### src/rtl/gray_conv_arbiter.sv
// -----------------------------------------------------------------------------
// gray_conv_arbiter
//
// Purpose: two requesters share one Gray-to-binary converter. A round-robin
// arbiter picks a winner in IDLE and captures its Gray operand. After one
// conversion cycle (CONV) the result is held (HOLD) until the consumer takes it.
//
// Handshakes:
//   req/gnt       - a requester raises req with a stable gray operand and keeps
//                   both steady until it sees its gnt pulse. gnt is high for
//                   exactly the one cycle after the capture edge. A req dropped
//                   before an IDLE edge samples it is simply never seen.
//   out_valid/out_ready - while out_valid is high, bin_out/out_src do not change.
//                   The result transfers on a rising edge where both are high.
//                   out_ready has no effect while out_valid is low.
//
// Ports:
//   clk, rst          clock; asynchronous active-high reset
//   req0/gray0        requester 0 request and Gray operand
//   req1/gray1        requester 1 request and Gray operand
//   gnt0/gnt1         one-cycle capture pulses (never both high)
//   out_valid         bin_out/out_src hold a result
//   out_ready         consumer accepts the result
//   bin_out           binary result
//   out_src           requester that produced bin_out
//   busy              FSM is not in IDLE
//   conv_cnt          count of accepted results (wraps)
// -----------------------------------------------------------------------------
module gray_conv_arbiter #(
    parameter int WIDTH = 4,
    parameter int CNT_W = 8
) (
    input  logic             clk,
    input  logic             rst,
    input  logic             req0,
    input  logic [WIDTH-1:0] gray0,
    input  logic             req1,
    input  logic [WIDTH-1:0] gray1,
    output logic             gnt0,
    output logic             gnt1,
    output logic             out_valid,
    input  logic             out_ready,
    output logic [WIDTH-1:0] bin_out,
    output logic             out_src,
    output logic             busy,
    output logic [CNT_W-1:0] conv_cnt
);

    typedef enum logic [1:0] {
        IDLE = 2'd0,
        CONV = 2'd1,
        HOLD = 2'd2
    } state_t;

    state_t           state_q, state_d;
    logic [WIDTH-1:0] opnd_q, opnd_d;
    logic [WIDTH-1:0] bin_q, bin_d;
    logic             src_q, src_d;
    logic             last_q, last_d;
    logic             gnt0_q, gnt0_d;
    logic             gnt1_q, gnt1_d;
    logic             valid_q, valid_d;
    logic [CNT_W-1:0] cnt_q, cnt_d;

    logic             winner;
    logic [WIDTH-1:0] conv_bin;

    // Gray to binary: each binary bit is the XOR of all Gray bits at or above
    // it, accumulated from the MSB down.
    always_comb begin
        logic acc;
        acc      = 1'b0;
        conv_bin = '0;
        for (int i = WIDTH - 1; i >= 0; i--) begin
            acc         = acc ^ opnd_q[i];
            conv_bin[i] = acc;
        end
    end

    // Round-robin: on a tie the requester that was not served last wins.
    // last_q resets to 1 so requester 0 has priority out of reset.
    always_comb begin
        if (req0 && req1) begin
            winner = ~last_q;
        end else begin
            winner = req1;
        end
    end

    always_comb begin
        state_d = state_q;
        opnd_d  = opnd_q;
        bin_d   = bin_q;
        src_d   = src_q;
        last_d  = last_q;
        gnt0_d  = 1'b0;
        gnt1_d  = 1'b0;
        valid_d = valid_q;
        cnt_d   = cnt_q;

        case (state_q)
            IDLE: begin
                if (req0 || req1) begin
                    src_d   = winner;
                    opnd_d  = winner ? gray1 : gray0;
                    gnt0_d  = ~winner;
                    gnt1_d  = winner;
                    state_d = CONV;
                end
            end
            CONV: begin
                bin_d   = conv_bin;
                valid_d = 1'b1;
                state_d = HOLD;
            end
            HOLD: begin
                if (out_ready) begin
                    valid_d = 1'b0;
                    cnt_d   = cnt_q + CNT_W'(1);
                    last_d  = src_q;
                    state_d = IDLE;
                end
            end
            default: begin
                state_d = IDLE;
                valid_d = 1'b0;
            end
        endcase
    end

    always_ff @(posedge clk or posedge rst) begin
        if (rst) begin
            state_q <= IDLE;
            opnd_q  <= '0;
            bin_q   <= '0;
            src_q   <= 1'b0;
            last_q  <= 1'b1;
            gnt0_q  <= 1'b0;
            gnt1_q  <= 1'b0;
            valid_q <= 1'b0;
            cnt_q   <= '0;
        end else begin
            state_q <= state_d;
            opnd_q  <= opnd_d;
            bin_q   <= bin_d;
            src_q   <= src_d;
            last_q  <= last_d;
            gnt0_q  <= gnt0_d;
            gnt1_q  <= gnt1_d;
            valid_q <= valid_d;
            cnt_q   <= cnt_d;
        end
    end

    assign gnt0      = gnt0_q;
    assign gnt1      = gnt1_q;
    assign out_valid = valid_q;
    assign bin_out   = bin_q;
    assign out_src   = src_q;
    assign busy      = (state_q != IDLE);
    assign conv_cnt  = cnt_q;

endmodule

### config.mk
export PLATFORM = sky130hd
export DESIGN_NAME = gray_conv_arbiter
export DESIGN_NICKNAME = d
export VERILOG_FILES = /design/src/rtl/gray_conv_arbiter.sv
export SDC_FILE = /design/constraint.sdc
export NUM_CORES = 1
export LEC_CHECK = 0
export ABC_AREA = 1
export CORE_MARGIN = 2
export CORE_UTILIZATION = 45
export DETAILED_ROUTE_END_ITERATION = 10
export PLACE_DENSITY = 0.77
export RECOVER_POWER = 50
export SLEW_MARGIN = 0
export SYNTH_ARGS = -nofsm -noshare
export SYNTH_HDL_FRONTEND = slang
export SYNTH_SLANG_ARGS = --single-unit
### constraint.sdc
create_clock -name clk -period 2.6 [get_ports clk]
set_input_delay 0.39 -clock clk [delete_from_list [all_inputs] [get_ports clk]]
set_output_delay 0.39 -clock clk [all_outputs]
set_load 0.02 [all_outputs]
; Word level (Yosys, flattened, before mapping)
; Cells that the tools add are included.
[totals]
regBits = 23
word_cells = 39
output_inout_bits = 17
input_bits = 13
[op_classes]
n_eq_ne = 4
bitwise_logic = 6
reduce_logical = 8
addsub = 1
mux = 11
[ops]
columns = operator, count
row1 = $add A8 B1 Y8 const B, 1
row2 = $reduce_and A2 Y1, 4
row3 = $mux W1, 6
row4 = $pmux W2 S3, 1
row5 = $mux W2, 2
row6 = $mux W4, 1
row7 = $ne A2 B2 Y1 const B, 2
row8 = $not A1 Y1, 3
row9 = $pmux W1 S3, 1
row10 = $xor A1 B1 Y1, 3
row11 = $eq A2 B1 Y1 const B, 1
row12 = $eq A2 B2 Y1 const B, 1
row13 = $logic_not A2 Y1, 1
row14 = $reduce_bool A2 Y1, 1
row15 = $logic_and A1 B1 Y1, 1
row16 = $logic_or A1 B1 Y1, 1

; Longest topological paths before layout
; Gate-level depths: netlist (run 1).
[depth]
word_depth = 5
mapped_depth = 7
ltp_nobuf = 7

; Worst setup path before layout (run 1)
; Ideal clock, no wire load.
[synth_timing]
path_kind = register to register
startpoint = register cnt_q[2] (netlist: conv_cnt[2])
endpoint = register cnt_q[5] (netlist: conv_cnt[5])
required_ps = 2482
arrival_time_ps = 996
stages_incl_launch_ff = 6
synth_period_minus_slack_ps = 1114
setup_slack_ps = 1486
path_buffers = 0
setup_ps = 118
cell_sequence = dfrtp_1 nand3_1 nor2_4 nand3_1 nand2_1 nand2_1
[synth_between]
elab_chain_len = 1
[synth_lines]
columns = item, line
row1 = start: declaration, 63  ; logic [CNT_W-1:0] cnt_q, cnt_d;
row2 = start signal: assignment, 151  ; cnt_q <= cnt_d;
row3 = $add A8 B1 Y8, 119  ; cnt_d = cnt_q + CNT_W'(1);
; No other way between the ends.
; A chain may end at the register's enable or synchronous reset.

; Worst setup path in the final report (run 1)
[layout_timing]
startpoint = register state_q[1]
endpoint = output busy
[layout_between]
elab_chain_len = 1
[layout_lines]
columns = item, line
row1 = start: declaration, 55  ; state_t state_q, state_d;
row2 = start signal: assignment, 143  ; state_q <= state_d;
row3 = $reduce_bool A2 Y1, 160  ; assign busy = (state_q != IDLE);
row4 = end: declaration, 45  ; output logic busy,
; No other way between the ends.

==> results of run 1 <==
[power by group]
group	leakage (nW)	internal (mW)	total, mW	switching, mW
Combinational	0.346	0.304	0.700	0.396
Sequential	0.289	0.504	0.603	0.0991
Clock	0.0139	0.0588	0.173	0.114
[kinds of logic after synthesis]
family / after synthesis / synth area share, %
fa+ha+maj: 1 / 1.19
simple gates: 61 / 28.7
compound gates: 14 / 7.12
buf+inv: 16 / 5.70
xor+xnor: 3 / 2.49
flops: 23 / 54.8
[worst max-delay path by stage]
stage / endpoint / depth (start not counted)
floorplan: conv_cnt[5] / 5
global placement: busy / 3
global route: busy / 3
CTS: busy / 3
detailed placement: busy / 3
finish: busy / 3
[metrics by stage]
step / hold slack (ns) / setup WS (ns) / util [%] / total power [mW] / instances
finish: 0.497 / 0.721 / 61.8 / 1.48 / 179
global route: 0.531 / 0.651 / 61.8 / 1.59 / 179
CTS: 0.505 / 0.618 / 63.7 / 1.53 / 179
detailed placement: 0.473 / 0.986 / 62.3 / 1.36 / 175
global placement: 0.457 / 1.03 / 62.3 / 1.34 / 175
floorplan: 0.391 / 1.49 / - / 1.07 / 118
[final cells by class]
| type | instances | share of cell area [%] |
|---|---|---|
| tap | 28 | 2.56 |
| clock buffer | 3 | 1.65 |
| timing repair buffer | 29 | 21.2 |
| clock inverter | 1 | 0.549 |
| sequential | 23 | 42.2 |
| multi-input combinational | 79 | 27.4 |
| inverter | 16 | 4.39 |
[flip-flops by register name, summed over array words and instances, names as in the netlist]
register and cells:
gnt0 1, state_q 2, last_q 1, out_valid 1, out_src 1, gnt1 1
bin_out 4, opnd_q 4, conv_cnt 8
[critical path, stage by stage, from the launching register on]
cell,delay (ns)
dfrtp_1,0.43
inv_2,0.06
nand2_4,0.08
clkdlybuf4s50_1,0.60
[synth_stat cells, drive strengths merged]
cell    number  area share (%)
nand3        7             4.5
o22ai        4             2.4
dfrtp       22              52
xnor2        2             1.7
xor2         1            0.83
o21ai        9             4.3
ha           1             1.2
nand4        3             1.8
inv         16             5.7
a21oi        1            0.47
nor2        13             7.4
nand2       37              14
nand3b       1            0.71
dfstp        1             2.5
[layer usage]
metal / global-route usage, % / wire length (µm)
met1: 22.4 / 942
met2: 27.7 / 997
met3: 1.71 / 65
met4: 9.40 / 29
met5: 0 / 0
==> metrics.csv, run 1 <==
stage,metric,value,unit
status,status,"complete, no violations",
floorplanning,I/O pin cnt,30,
detailed_routing,Initial DRT Pass Iterations,4,
grt,vias in the first global route,862,
place,dpl cell area,1380,µm²
worst_setup_path,Worst R2R Start,state_q[0],
sta,Final Hold Viols,0,
synth,"Cell Area, Synth",1050,µm²
hold_path,hold depth,2,
clocking,CTS tree,yes,
synth,syn_area_per_cell,8.93,µm²
hold_path,worst hold path class,reg2reg,
synth,synth warn,0,
worst_setup_path,"Arr. time, crit path",1.49,ns
worst_setup_path,Critical Path RT,2.21,ns
floorplanning,Initial Utilization,47.6,%
hold_path,hold_sp,out_valid,
layout,fillers,198,
worst_setup_path,Critical path origin,state_q[1],
layout,Multi-input gate area,375,µm²
layout,layout cells sized above 1,7.28,%
clocking,Clock transition at path regs,0.13,ns
sta,Final Max Slew Viols,0,
synth,Gate Count Post-Synth,118,
floorplanning,Die Wd,52.4,µm
layout,Post-layout nets,166,
synth,#FFs+latches synth,23,
place,gp weighted congestion,0.801,
layout,number of diodes,0,
clocking,Post CTS Setup Buffer Count,0,
pwr,P per Cell Area,1080,nW/µm²
clocking,root buffer cell,clkbuf_4,
worst_setup_path,reg2reg path depth,6,
layout,Area Growth Syn to Fin,29.8,%
detailed_routing,Via-to-Cell Ratio,4.91,
floorplanning,# rows,17,
clocking,H-tree depth,1,
pwr,VDD IR-drop max,691,µV
worst_setup_path,largest fanout on the critical path,4,
detailed_routing,WL/cell,11.4,µm
pwr,Static Leak,0.650,nW
floorplanning,core area,2210,µm²
sta,final period utilization,72.3,%
clocking,clock latency on the worst-skew pair,0.32,ns
clocking,hold_buf cts,0,
clocking,CTS Buf Count,3,
sta,final setup fails,0,
hold_path,WHS Endpoint,out_valid,
sta,clock skew,0.00423,ns
detailed_routing,Total Wirelength,2040,µm
layout,"commonest non-fill, non-tap cells in the layout","nand2_1, clkdlybuf4s50_1, dfrtp_1",
synth,Unique masters post-synth,22,
worst_setup_path,critical path class,reg2out,
sta,post-route minimum period,1.88,ns
sta,Slew HR,44.7,%
detailed_routing,ANT nets after route,0,
floorplanning,die area,2740,µm²
layout,"most common cell after layout, fill and taps aside",nand2_1,
job,Max Cap Violations,0,
clocking,Clock Tree Buf Depth,2,
worst_setup_path,Setup crit end kind,output port,
worst_setup_path,reg2reg end,conv_cnt[7],
sta,Worst-Margin Slew,0.828,ns
clocking,post-CTS sizing,0,
clocking,sinks on the clock net,23,
floorplanning,Chip Height,52.4,µm
synth,register area share after synthesis,54.8,%
sta,Max Freq,0.532,GHz
layout,register area,577,µm²
worst_setup_path,r2r setup slk,1.13,ns
grt,Total GRT Usage,17.1,%
detailed_routing,initial DRC count,26,
layout,post-route cell area,1370,µm²
synth,net count after synthesis,132,
sta,RSZ-0062 raised after global routing,false,
detailed_routing,DR DRC count,0,
place,HPWL after detailed placement,1560,µm
detailed_routing,Via Count,879,
grt,initial antenna violation count,0,
grt,total grt overflow,0,
grt,pin count of the biggest net entering global routing,24,
grt,first-pass GRT wire length,3500,µm
worst_setup_path,crit start category,flip-flop,
sta,Final TNS setup,0,ns
place,PortBufs,29,
No activity file was read; power rests on OpenSTA's default activity.
==> run 2: changes to the inputs <==
--- a/config.mk
+++ b/config.mk
@@ -7,9 +7,9 @@
 export LEC_CHECK = 0
 export ABC_AREA = 1
 export CORE_MARGIN = 2
-export CORE_UTILIZATION = 45
+export CORE_UTILIZATION = 41
 export DETAILED_ROUTE_END_ITERATION = 10
-export PLACE_DENSITY = 0.77
+export PLACE_DENSITY = 0.74
 export RECOVER_POWER = 50
 export SLEW_MARGIN = 0
 export SYNTH_ARGS = -nofsm -noshare
==> constraint.sdc (replaced) <==
create_clock -name clk -period 1.5 [get_ports clk]
set_input_delay 0.225 -clock clk [delete_from_list [all_inputs] [get_ports clk]]
set_output_delay 0.225 -clock clk [all_outputs]
set_load 0.02 [all_outputs]
==> metrics.csv, run 2 (same netlist as run 1, synthesis figures left out) <==
stage,metric,value,unit
worst_setup_path,crit start category,flip-flop,
layout,post-route cell area,1410,µm²
pwr,VDD IR-drop max,986,µV
sta,post-route minimum period,1.40,ns
place,gp weighted congestion,0.804,
detailed_routing,initial DRC count,7,
sta,Final TNS setup,0,ns
pwr,register share of total power,39.9,%
layout,Largest register FFs,8,
detailed_routing,Total Wirelength,2010,µm
pwr,Clk pwr share,11.1,%
floorplanning,Die Wd,54.7,µm
layout,Post-layout nets,170,
layout,layout cells sized above 1,11.6,%
grt,pin count of the biggest net entering global routing,24,
clocking,clock latency on the worst-skew pair,0.31,ns
floorplanning,Initial Utilization,42.9,%
sta,final period utilization,93.5,%
detailed_routing,ANT nets after route,0,
grt,total grt overflow,0,
floorplanning,core area,2450,µm²
grt,initial antenna violation count,0,
worst_setup_path,critical path class,reg2out,
worst_setup_path,r2r setup slk,0.13,ns
worst_setup_path,"Arr. time, crit path",1.18,ns
clocking,CTS Buf Count,3,
worst_setup_path,largest fanout on the critical path,2,
grt,Total GRT Usage,15.5,%
detailed_routing,WL/cell,10.9,µm
clocking,root buffer cell,clkbuf_4,
clocking,CTS tree,yes,
sta,Slew HR,63.6,%
pwr,sw power,1.09,mW
worst_setup_path,Critical Path RT,1.27,ns
detailed_routing,DR DRC count,0,
clocking,H-tree depth,1,
sta,clock skew,0.00739,ns
layout,Area Growth Syn to Fin,33.8,%
place,PortBufs,29,
detailed_routing,Initial DRT Pass Iterations,2,
detailed_routing,Via Count,871,
floorplanning,# rows,18,
clocking,Clock transition at path regs,0.13,ns
status,status,"complete, no violations",
place,dpl cell area,1410,µm²
floorplanning,die area,2990,µm²
layout,"most common cell after layout, fill and taps aside",nand2_1,
sta,Worst-Margin Slew,0.547,ns
floorplanning,I/O pin cnt,30,
sta,Max Freq,0.713,GHz
clocking,sinks on the clock net,23,
sta,Final Max Slew Viols,0,
hold_path,worst hold path class,in2async,
layout,number of diodes,0,
layout,"commonest non-fill, non-tap cells in the layout","nand2_1, dfrtp_1, dlygate4sd2_1",
clocking,Post CTS Setup Buffer Count,0,
pwr,Static Leak,0.754,nW
grt,first-pass GRT wire length,3300,µm
sta,Final Hold Viols,0,
floorplanning,Chip Height,54.7,µm
grt,vias in the first global route,805,
job,Max Cap Violations,0,
pwr,switching share of total power,42.7,%
worst_setup_path,Setup crit end kind,output port,
pwr,Comb pwr share,49.0,%
sta,final setup fails,0,
place,HPWL after detailed placement,1620,µm
sta,RSZ-0062 raised after global routing,false,
clocking,Clock Tree Buf Depth,2,
pwr,Pint,1.46,mW
pwr,P per Cell Area,1800,nW/µm²
detailed_routing,Via-to-Cell Ratio,4.71,
==> run 2: layout make-up <==
class	instances	area, µm²
flip-flops and latches	23	577
repair buffers	33	304
inverters	16	60.1
multi-input cells	79	404
fillers	229	1040
well taps	30	37.5
clock inverters	1	5.00
clock buffers	3	22.5
==> run 2: path summary, 6_finish.rpt <==
kind | startpoint | endpoint | depth (start not counted)
setup / recovery | state_q[1] | busy | 3
hold / removal | rst | state_q[1] | 3
setup reg to reg | state_q[1] | conv_cnt[4] | 6
hold reg to reg | bin_out[2] | bin_out[2] | 2
max in group asynchronous | rst | last_q | 3
min in group clk | bin_out[2] | bin_out[2] | 2
==> run 2: power groups by stage <==
stage | Clock, mW | Combinational, mW | Sequential, mW
floorplan | 0 | 0.624 | 1.23
global placement | 0 | 1.37 | 1.03
detailed placement | 0 | 1.39 | 1.04
CTS | 0.291 | 1.29 | 1.02
global route | 0.315 | 1.38 | 1.05
finish | 0.283 | 1.24 | 1.01
==> run 2: through the flow <==
step | hold WS [ns] | setup slack [ns] | utilization [%] | power (mW) | cells
finish | 0.469 | 0.0980 | 57.4 | 2.54 | 185
global route | 0.525 | 0.0214 | 57.4 | 2.74 | 185
CTS | 0.249 | 0.00300 | 57.8 | 2.61 | 185
detailed placement | 0.473 | 0.119 | 57.5 | 2.44 | 181
global placement | 0.460 | 0.148 | 57.5 | 2.40 | 181
floorplan | 0.226 | 0.386 | - | 1.85 | 118
==> run 2: what timing repair did <==
item                       CTS  global route
setup endpoints to repair   15             2
gates resized for setup     15             2
hold buffers                 0             0
==> run 2: critical path, stage by stage, from the launching register on <==
cell and delay [ns]:
dfrtp_1 0.43, inv_2 0.08, nand2_4 0.05, dlygate4sd2_1 0.31
==> run 2: metal layers <==
metal	up-vias	GRT usage [%]	share of wire, %
met3	2	2.46	5.1
met2	21	26.4	50
met1	398	19.0	44
met5	-	0	0
met4	0	7.50	0.89
li1	450	-	-
==> run 3: changes to the inputs <==
--- a/config.mk
+++ b/config.mk
@@ -7,9 +7,10 @@
 export LEC_CHECK = 0
 export ABC_AREA = 1
 export CORE_MARGIN = 2
-export CORE_UTILIZATION = 41
+export CORE_UTILIZATION = 44
+export CTS_BUF_LIST = sky130_fd_sc_hd__clkbuf_4 sky130_fd_sc_hd__clkbuf_8
 export DETAILED_ROUTE_END_ITERATION = 10
-export PLACE_DENSITY = 0.74
+export PLACE_DENSITY = 0.79
 export RECOVER_POWER = 50
 export SLEW_MARGIN = 0
 export SYNTH_ARGS = -nofsm -noshare
==> metrics.csv, run 3 (same netlist as run 1, synthesis figures left out) <==
stage,metric,value,unit
grt,met1 global-route usage,21.4,%
floorplanning,I/O pin cnt,30,
detailed_routing,initial DRC count,24,
sta,final setup fails,0,
sta,RSZ-0062 raised after global routing,false,
detailed_routing,Via-to-Cell Ratio,4.96,
clocking,root buffer cell,clkbuf_4,
layout,"commonest non-fill, non-tap cells in the layout","nand2_1, dfrtp_1, dlygate4sd2_1",
pwr,Static Leak,0.756,nW
hold_path,WHS Endpoint,bin_out[1],
layout,layout cells sized above 1,11.0,%
detailed_routing,WL/cell,11.6,µm
pwr,VDD IR-drop max,888,µV
clocking,clock latency on the worst-skew pair,0.31,ns
worst_setup_path,largest fanout on the critical path,4,
hold_path,hold_sp,bin_out[1],
pwr,P per Cell Area,1810,nW/µm²
layout,number of diodes,0,
worst_setup_path,crit path buf inv count,2,
grt,busiest layer in global routing,met2,
worst_setup_path,max incr delay on CP,0.39,ns
clocking,Clock Tree Buf Depth,2,
worst_setup_path,CP cell instances,inv_2 -> nand2_4 -> clkdlybuf4s15_1,
clocking,sinks on the clock net,23,
worst_setup_path,Critical Path RT,1.27,ns
worst_setup_path,crit start category,flip-flop,
worst_setup_path,"Arr. time, crit path",1.19,ns
sta,Final Hold Viols,0,
clocking,Post CTS Setup Buffer Count,0,
sta,Final TNS setup,0,ns
layout,register area,577,µm²
detailed_routing,Initial DRT Pass Iterations,4,
grt,pin count of the biggest net entering global routing,24,
detailed_routing,DR DRC count,0,
sta,hold_ws,0.492,ns
floorplanning,die area,2800,µm²
worst_setup_path,Setup crit end kind,output port,
sta,Max Freq,0.708,GHz
grt,initial antenna violation count,0,
sta,Final Max Slew Viols,0,
grt,vias in the first global route,864,
worst_setup_path,Top Family by Delay on Critical Path,flip-flops,
detailed_routing,Total Wirelength,2110,µm
layout,"most common cell after layout, fill and taps aside",nand2_1,
detailed_routing,Via Count,903,
floorplanning,# rows,17,
place,PortBufs,29,
detailed_routing,ANT nets after route,0,
grt,GRT met3 Usage,2.82,%
worst_setup_path,Slowest cell on crit path,dfrtp_1,
worst_setup_path,Worst R2R Start,state_q[1],
clocking,Clock transition at path regs,0.13,ns
layout,fillers,200,
clocking,CTS tree,yes,
job,Max Cap Violations,0,
sta,clock skew,0.00892,ns
place,gp weighted congestion,0.834,
layout,Post-layout nets,169,
layout,Largest register FFs,8,
status,status,"complete, no violations",
clocking,H-tree depth,1,
hold_path,worst hold path class,reg2reg,
worst_setup_path,r2r setup slk,0.20,ns
layout,Area Growth Syn to Fin,33.7,%
worst_setup_path,reg2reg end,conv_cnt[4],
floorplanning,Initial Utilization,47.2,%
grt,GR Util met2,29.6,%
grt,first-pass GRT wire length,3550,µm
grt,Total GRT Usage,17.6,%
hold_path,hold depth,2,
sta,post-route minimum period,1.41,ns
floorplanning,Die Wd,52.9,µm
floorplanning,Chip Height,52.9,µm
worst_setup_path,reg2reg path depth,6,
sta,final period utilization,94.2,%
sta,Worst-Margin Slew,1.03,ns
place,HPWL after detailed placement,1560,µm
grt,total grt overflow,0,
clocking,CTS Buf Count,3,
sta,Slew HR,31.1,%
layout,Multi-input gate area,402,µm²
worst_setup_path,critical path class,reg2out,
floorplanning,core area,2230,µm²
run 3: where the power goes:
group | internal [mW] | switching (mW)
Sequential | 0.874 | 0.144
Combinational | 0.469 | 0.758
Clock | 0.122 | 0.183
run 3: what timing repair did:
item	4_1_cts	5_1_grt
setup endpoints to repair	15	3
gates resized for setup	15	3
hold buffers	0	0
run 3: per-stage QoR:
step	util [%]	instances	area, µm²	setup WS, ns	power [mW]
3_5_place_dp	63.3	178	1410	0.127	2.40
6_report	63.1	182	1410	0.0874	2.55
3_3_place_gp	63.3	178	1410	0.135	2.36
4_1_cts	63.8	182	1430	0.0104	2.60
2_1_floorplan	-	118	1050	0.386	1.85
5_1_grt	63.1	182	1410	0.0198	2.74
run 3: how the worst max path moves through the flow:
stage / start / slack [ns] / endpoint / cells after the start
final: state_q[0] / 0.09 / busy / 3
after global placement: req0 / 0.13 / opnd_q[0] / 6
after CTS: gnt1 / 0.01 / gnt1 / 1
after global routing: state_q[1] / 0.02 / conv_cnt[4] / 6
after detailed placement: out_ready / 0.13 / conv_cnt[4] / 6
after floorplan: conv_cnt[2] / 0.39 / conv_cnt[5] / 5
run 3: final cells by class:
type                            count  share of cell area [%]
Timing Repair Buffer               32                    21.7
Multi-Input combinational cell     79                    28.5
Sequential cell                    23                    40.9
Inverter                           16                    4.26
Clock buffer                        4                    2.13
Tap cell                           28                    2.49
run 3: metal layers:
| metal | part of all wire, % | wire length, µm | vias up |
|---|---|---|---|
| li1 | - | - | 445 |
| met1 | 44 | 930 | 432 |
| met2 | 51 | 1070 | 21 |
| met3 | 3.3 | 70 | 5 |
| met4 | 1.9 | 40 | 0 |
| met5 | 0 | 0 | - |
run 3: worst reg2reg max path, delay by kind of cell (launching register included):
family / cells / cell delay (ns)
AO/OA/AOI/OAI: 1 / 0.13
buffers and inverters: 2 / 0.29
flip-flops: 1 / 0.38
AND/OR/NAND/NOR: 3 / 0.40
